==> src/rtl/fp_mult_arbiter.sv <==
`default_nettype none
// ============================================================================
// Module   : fp_mult_arbiter
// Purpose  : Shares one pipelined floating-point multiplier among N_REQ
//            requesters. It grants requesters round-robin and issues at most
//            one operation per cycle. A tag pipeline routes each result and
//            its status back to the requester that issued it. A drain
//            control stops new grants and reports when no operation is in
//            flight.
// Revision : 1.0 - initial release
// ============================================================================
module fp_mult_arbiter #(
  parameter int N_REQ    = 4,
  parameter int MULT_LAT = 2,
  parameter int TAG_W    = $clog2(N_REQ)
) (
  input  logic                 clk,
  input  logic                 rst,
  input  logic [N_REQ-1:0]     req_valid,
  input  logic [32*N_REQ-1:0]  req_a,
  input  logic [32*N_REQ-1:0]  req_b,
  output logic [N_REQ-1:0]     req_ready,
  output logic [31:0]          mult_a,
  output logic [31:0]          mult_b,
  output logic                 mult_valid,
  input  logic [31:0]          mult_z,
  input  logic [7:0]           mult_status,
  output logic [N_REQ-1:0]     rsp_valid,
  output logic [31:0]          rsp_z,
  output logic [7:0]           rsp_status,
  input  logic                 drain,
  output logic                 drain_done,
  output logic                 busy
);

  localparam int CNT_W = $clog2(MULT_LAT + 3);

  typedef enum logic [0:0] {
    ST_RUN   = 1'b0,
    ST_DRAIN = 1'b1
  } state_t;

  state_t              r_state;
  logic [TAG_W-1:0]    r_ptr;
  logic [TAG_W-1:0]    r_mult_tag;
  logic [MULT_LAT-1:0] r_tag_v;
  logic [TAG_W-1:0]    r_tag [MULT_LAT];
  logic [CNT_W-1:0]    r_inflight;

  logic [TAG_W-1:0]    w_rot_idx [N_REQ];
  logic [31:0]         w_a_arr [N_REQ];
  logic [31:0]         w_b_arr [N_REQ];
  logic                w_grant_any;
  logic [TAG_W-1:0]    w_grant_idx;
  logic [TAG_W-1:0]    w_ptr_next;
  logic                w_accept;
  logic [N_REQ-1:0]    w_rsp_onehot;

  // Search order for round-robin: slot k examines requester (ptr + k) mod N_REQ
  for (genvar k = 0; k < N_REQ; k++) begin : g_rot
    assign w_rot_idx[k] = TAG_W'((32'(r_ptr) + k) % N_REQ);
  end

  // Unpack the flat operand buses into per-requester words
  for (genvar i = 0; i < N_REQ; i++) begin : g_unpack
    assign w_a_arr[i] = req_a[32*i +: 32];
    assign w_b_arr[i] = req_b[32*i +: 32];
  end

  // Round-robin pick: scanning from the far end lets the slot nearest ptr win
  always_comb begin
    w_grant_any = 1'b0;
    w_grant_idx = '0;
    for (int k = N_REQ - 1; k >= 0; k--) begin
      if (req_valid[w_rot_idx[k]]) begin
        w_grant_any = 1'b1;
        w_grant_idx = w_rot_idx[k];
      end
    end
  end

  // Drain gates grants in the same cycle so that a request arriving with drain is not taken
  assign w_accept   = (r_state == ST_RUN) && !drain && w_grant_any;
  assign w_ptr_next = (w_grant_idx == TAG_W'(N_REQ - 1)) ? '0 : w_grant_idx + 1'b1;

  // One-hot ready for the granted requester, zero when nothing is accepted
  always_comb begin
    req_ready = '0;
    if (w_accept) begin
      req_ready[w_grant_idx] = 1'b1;
    end
  end

  // Issue register: capture the granted operands and tag and advance the pointer
  always_ff @(posedge clk or posedge rst) begin
    if (rst) begin
      mult_a     <= '0;
      mult_b     <= '0;
      mult_valid <= 1'b0;
      r_mult_tag <= '0;
      r_ptr      <= '0;
    end else begin
      mult_valid <= w_accept;
      if (w_accept) begin
        mult_a     <= w_a_arr[w_grant_idx];
        mult_b     <= w_b_arr[w_grant_idx];
        r_mult_tag <= w_grant_idx;
        r_ptr      <= w_ptr_next;
      end
    end
  end

  // Tag pipeline tracks each issued op until its result leaves the multiplier
  always_ff @(posedge clk or posedge rst) begin
    if (rst) begin
      r_tag_v <= '0;
      for (int s = 0; s < MULT_LAT; s++) begin
        r_tag[s] <= '0;
      end
    end else begin
      r_tag_v[0] <= mult_valid;
      r_tag[0]   <= r_mult_tag;
      for (int s = 1; s < MULT_LAT; s++) begin
        r_tag_v[s] <= r_tag_v[s-1];
        r_tag[s]   <= r_tag[s-1];
      end
    end
  end

  // Decode the tag at the last stage into the owning requester's strobe
  always_comb begin
    w_rsp_onehot = '0;
    if (r_tag_v[MULT_LAT-1]) begin
      w_rsp_onehot[r_tag[MULT_LAT-1]] = 1'b1;
    end
  end

  // Response register: the data holds between results and the strobe lasts one cycle
  always_ff @(posedge clk or posedge rst) begin
    if (rst) begin
      rsp_valid  <= '0;
      rsp_z      <= '0;
      rsp_status <= '0;
    end else begin
      rsp_valid <= w_rsp_onehot;
      if (r_tag_v[MULT_LAT-1]) begin
        rsp_z      <= mult_z;
        rsp_status <= mult_status;
      end
    end
  end

  // In-flight count: an accept and a response in the same cycle cancel out
  always_ff @(posedge clk or posedge rst) begin
    if (rst) begin
      r_inflight <= '0;
    end else if (w_accept && !(|rsp_valid)) begin
      r_inflight <= r_inflight + 1'b1;
    end else if (!w_accept && (|rsp_valid)) begin
      r_inflight <= r_inflight - 1'b1;
    end
  end

  // Run/drain control follows the drain input level
  always_ff @(posedge clk or posedge rst) begin
    if (rst) begin
      r_state <= ST_RUN;
    end else begin
      case (r_state)
        ST_RUN:   if (drain)  r_state <= ST_DRAIN;
        ST_DRAIN: if (!drain) r_state <= ST_RUN;
        default:  r_state <= ST_RUN;
      endcase
    end
  end

  assign drain_done = (r_state == ST_DRAIN) && (r_inflight == '0);
  assign busy       = (r_inflight != '0);

endmodule
`default_nettype wire
==> config.mk <==
export PLATFORM = sky130hd
export DESIGN_NAME = fp_mult_arbiter
export DESIGN_NICKNAME = d
export VERILOG_FILES = /design/src/rtl/fp_mult_arbiter.sv
export SDC_FILE = /design/constraint.sdc
export NUM_CORES = 1
export LEC_CHECK = 0
export CAP_MARGIN = 20
export CORE_AREA = 5 5 159 161
export DETAILED_ROUTE_END_ITERATION = 10
export DIE_AREA = 0 0 164 166
export PLACE_DENSITY = 0.75
export SYNTH_ARGS = -nofsm -noshare
export SYNTH_HDL_FRONTEND = slang
export SYNTH_SLANG_ARGS = --single-unit
==> constraint.sdc <==
create_clock -name clk -period 6.2 [get_ports clk]
set_clock_uncertainty 0.15 [all_clocks]
set_input_delay 0.93 -clock clk [delete_from_list [all_inputs] [get_ports clk]]
set_output_delay 0.93 -clock clk [all_outputs]
set_load 0.01 [all_outputs]
* Yosys cells after proc, flatten, opt, wreduce, memory -nomap -nowiden *
Cells that the tools add are included.

operators by class
  add/sub/neg operators = 6
  order comparisons = 9
  eq/ne operators = 1
  multiplexer cells = 32
  bitwise gates (word level) = 2
  reduce and logical (&&, ||, !) cells = 14

operator list
  kind                 number
  $bmux 32 s2          2
  $mux 32              4
  $lt 2x3->1 const B   6
  $mux 1               11
  $mux 2               5
  $bmux 1 s2           4
  $mux 4               2
  $logic_and 1x1->1    7
  $mux 3               2
  $add 2x1->2 const B  2
  $add 2x2->2 const B  2
  $demux 1 s2          2
  $ge 2x1->1 const B   2
  $reduce_or 4->1      1
  $add 3x1->3 const B  1
  $ge 3x3->1 const B   1
  $logic_not 1->1      3
  $logic_not 3->1      1
  $not 2->3            1
  $reduce_bool 3->1    1
  $sub 3x1->3 const B  1
  $eq 2x2->1 const B   1
  $reduce_bool 2->1    1
  $not 1->1            1

storage, ports and cells
  register bits = 123
  output and inout bits = 115
  word-level logic and storage cells = 77

* Logic depth before layout (Yosys ltp) *
  depth in word-level cells = 12
  mapped depth = 12
  depth with buffers taken out = 9

* Worst setup path before layout *
Ideal clock, no wire load.

  path type = input -> output
  start point = input req_valid[0]
  end point = output req_ready[2]
  data arrival time = 2358 ps
  data required time = 5120 ps
  slack = 2762 ps
  cell stages on the path = 8
  cells stage by stage = nor2b_1 > or4_4 > nand2_4 > inv_4 > buf_6 > buf_6 > ha_1 > and2_1

on the way
  word-level cells in the longest chain between the ends = 11
  elaborated cells between the ends (all ways) = 23
  those cells by class = order compare: 2; mux: 19; reduce/logical: 2

ends and longest elaborated chain
  element                                                                RTL line  source
  start: declaration                                                     19        input logic [N_REQ-1:0] req_valid,
  $bmux 1 s2                                                             75        if (req_valid[w_rot_idx[k]]) begin
  $mux 1 (not written as such)                                           75
  $mux 2 (3 in series)                                                   75
  $mux 2 *                                                               75
  named net w_grant_idx[0]                                               54        logic [TAG_W-1:0] w_grant_idx;
  $lt 2x3->1 (not written as such) / $ge 2x1->1 (equally long branches)  90        req_ready[w_grant_idx] = 1'b1;
  $logic_and 1x1->1 (not written as such)                                90
  $mux 1 (not written as such)                                           90
  $demux 1 s2 *                                                          90
  $mux 4 *                                                               89        if (w_accept) begin
  end: declaration                                                       22        output logic [N_REQ-1:0] req_ready,

Mark *: on every way through the listed nets, which the timed path passes. The rest lies on a longest branch. The select of a mux whose other input is x is not followed.

* Final worst setup path *
  start point = input req_valid[1]
  end point = output req_ready[2]

The elaborated chain is that of the path after synthesis.

==> impl_metrics.toml <==
[min_path]
min_path_type = "flip-flop to flip-flop"

[power]
pwr-share-clk_pct = 26.5
power_density_nw_per_um2 = 350
intPower_uw = 2670
netSwitchingFraction_pct = 32.7
p_leak_uw = 0.00492
seqPwrFrac_pct = 30.4
comb_power_share_pct = 43.0
ir_worst_vdd_v = 0.000227
power.switching_uw = 1300

[grt]
grt_usage_pct = 17.0
grt_pass1_wl_um = 36000
grt_max_degree = 97
antenna_found_initial = 1
first_global_vias = 6281
grt-ovfl-total = 0

[final_layout]
final_cell_area_um2 = 11400
layout_commonest_cell = "clkdlybuf4s50_1"
mostFrequentLayoutCells = "clkdlybuf4s50_1 (417), dfrtp_1 (123), mux2i_1 (104), nand2_1 (60), o221ai_1 (52)"
drive_above_1_share_pct = 11.5
register_area_um2 = 3080
nNetsFinal = 1242
fill_cells = 2222
area_growth_pct = 79.1
multi_input_area_um2 = 2980

[worst_setup_path]
timing.critical_path.from = "req_valid[1]"
cp-end-kind = "primary output"
crit_path_cell_trace = "clkdlybuf4s50_1 -> nor2_1 -> nand4b_1 -> nand2_4 -> inv_6 -> ha_1 -> and2_1 -> clkdlybuf4s50_1"
critPathBufInv = 3
critPathLaunchType = "primary input"
cp.depth = 8
setup.worst_path.class = "primary input to primary output"
crit_family = "buffers and inverters"
r2r-end = "mult_a[21]"
critPathMaxFanout = 24
regToRegSetupSlack_ns = 3.30
crit_end = "req_ready[2]"
crit_path_max_incr_delay_ns = 0.58
cp_slowest_cell = "nand4b_1"
regToRegStartpoint = "r_ptr[0]"
crit_top_cell = "clkdlybuf4s50_1"
critPathArrivalTime_ns = 3.46
rr_worst_depth = 7
required_ns = 5.12

[drt]
drcViolationCount = 0
drt-total-wl_um = 24300
first_pass_iters = 4
drtIter0Drc = 222
drtAntennaViolNets = 0
avgViaCountPerCell = 4.75
dr_wl_met2_um = 12300
wl_per_cell_um = 19.1
top_layer_used = "met4"
vias = 6037
met1_length_um = 9280
wl_met3_um = 2370

[cts]
cts_buffers = 17
cts-resized-gates = 0
clk_pin_slew_worst_paths_ns = 0.06
clock_sinks = 123
h-tree-depth = 4
insertion_delay_ns = 0.40
cts_tree = "built"
post_cts_buffers = 0
clockBufferDepth = 2
clock-root-buffer = "clkbuf_16"
postCtsHoldBufs = 0

[yosys]
synth_nets = 841
seq_area_frac_synth_pct = 48.5
synth.distinct_cells = 40
yosysWarningCount = 0
netlist_instances = 532
syn_area_um2 = 6340
synth-seq-cells = 123
synth_area_per_cell_um2 = 11.9

[floorplan]
fp-row-count = 57
die_w_um = 164
dieArea_um2 = 27200
start_util_pct = 26.6
io_pins = 418
core_area_um2 = 23800
fp.dieH_um = 166

[timing]
finalHoldViolCount = 0
relSlewSlack_pct = 28.0
drv_slew = 0
rsz0062_at_grt = "no"
setup_viol = 0
fin_tns_setup_ns = 0
fmax_mhz = 220
fin_crit_ns = 4.54
finalCritPeriodShare_pct = 73.2
worstMarginPinSlew_ns = 1.07

[placement]
portBuffers = 417
hpwlAfterDp_um = 18400
gp_congestion = 0.783
post_dp_cell_area_um2 = 10700

[outcome]
status = "finished, final reports clean"

[job]
cap_violations = 0
cell families (layout without fill, tap and decap cells):
group | count (synthesis) | after routing | synth area share [%]
and+or+nand+nor | 113 | 113 | 8.43
muxes | 157 | 157 | 26.1
AOI/OAI and AO/OA | 81 | 81 | 10.8
xor gates and xnor gates | 3 | 3 | 0.415
other | 0 | 1 | 0
buffers and inverters | 49 | 463 | 4.48
adders and majority gates | 6 | 6 | 1.30
DFF | 123 | 123 | 48.5
per-stage QoR:
| step | hold WS [ns] | util, % | std cells | power [uW] | setup slack [ns] |
|---|---|---|---|---|---|
| floorplan | 0.181 | - | 532 | 2120 | 1.85 |
| global placement | 0.182 | 45.1 | 1238 | 2910 | 1.81 |
| detailed placement | 0.185 | 45.1 | 1238 | 2950 | 1.69 |
| CTS | 0.198 | 47.7 | 1270 | 4030 | 1.68 |
| global route | 0.206 | 47.7 | 1271 | 4200 | 1.41 |
| finish | 0.194 | 47.7 | 1271 | 3970 | 1.66 |
cell type report:
| type | count | area share [%] |
|---|---|---|
| Clock inverter | 14 | 1.59 |
| Clock buffer | 18 | 3.78 |
| Antenna cell | 1 | 0.0220 |
| Timing Repair Buffer | 425 | 37.4 |
| Inverter | 6 | 0.264 |
| Sequential cell | 123 | 27.1 |
| Tap cell | 324 | 3.57 |
| Multi-Input combinational cell | 360 | 26.3 |
cell usage after synthesis, drive strengths merged:
library cell	count	share of area (%)
xor2	2	0.28
nand4b	1	0.14
ha	5	0.99
or2	1	0.099
xnor2	1	0.14
and4b	1	0.16
dfrtp	123	49
o21bai	1	0.12
or3b	1	0.14
nor2b	2	0.20
o221a	12	2.1
nor2	4	0.24
nor4	3	0.30
a21oi	1	0.079
clkbuf	23	1.4
or4	1	0.18
nand2	63	3.8
a31oi	1	0.099
mux2	53	9.7
nand3	24	1.9
nor3b	1	0.12
or3	2	0.20
fa	1	0.32
o21ai	13	1.0
inv	6	0.39
buf	20	2.7
and2	4	0.39
nand2b	2	0.20
o221ai	52	7.2
and3b	1	0.14
mux2i	104	16
o31ai	1	0.12
and3	2	0.20
flip-flops by register name, summed over array words and instances (netlist names):
signal,cells
r_mult_tag,2
rsp_z,32
rsp_status,8
r_state,1
r_tag,4
r_ptr,2
mult_b,32
mult_valid,1
r_inflight,3
mult_a,32
r_tag_v,2
rsp_valid,4
metal layers:
layer	up-vias	track usage, %
met4	0	4.89
li1	2812	-
met5	-	0
met1	2883	19.6
met3	23	6.08
met2	319	29.7
how the worst min path moves through the flow:
stage / start / endpoint / slack [ns] / cells after the start
global placement: r_tag[3] / r_tag[1] / 0.18 / 0
finish: r_tag_v[0] / r_tag_v[1] / 0.19 / 0
floorplan: r_tag[2] / r_tag[0] / 0.18 / 0
detailed placement: r_tag_v[0] / r_tag_v[1] / 0.18 / 0
global route: r_tag_v[0] / r_tag_v[1] / 0.21 / 0
CTS: r_tag_v[0] / r_tag_v[1] / 0.20 / 0
power by group through the flow:
| stage | Clock, uW | Sequential (uW) | Combinational, uW |
|---|---|---|---|
| after global placement | 0 | 1210 | 1700 |
| after CTS | 1090 | 1210 | 1730 |
| after floorplan | 0 | 1300 | 814 |
| final | 1050 | 1210 | 1710 |
| after detailed placement | 0 | 1220 | 1730 |
| after global routing | 1120 | 1240 | 1830 |
(Power assumes the default switching activity.)
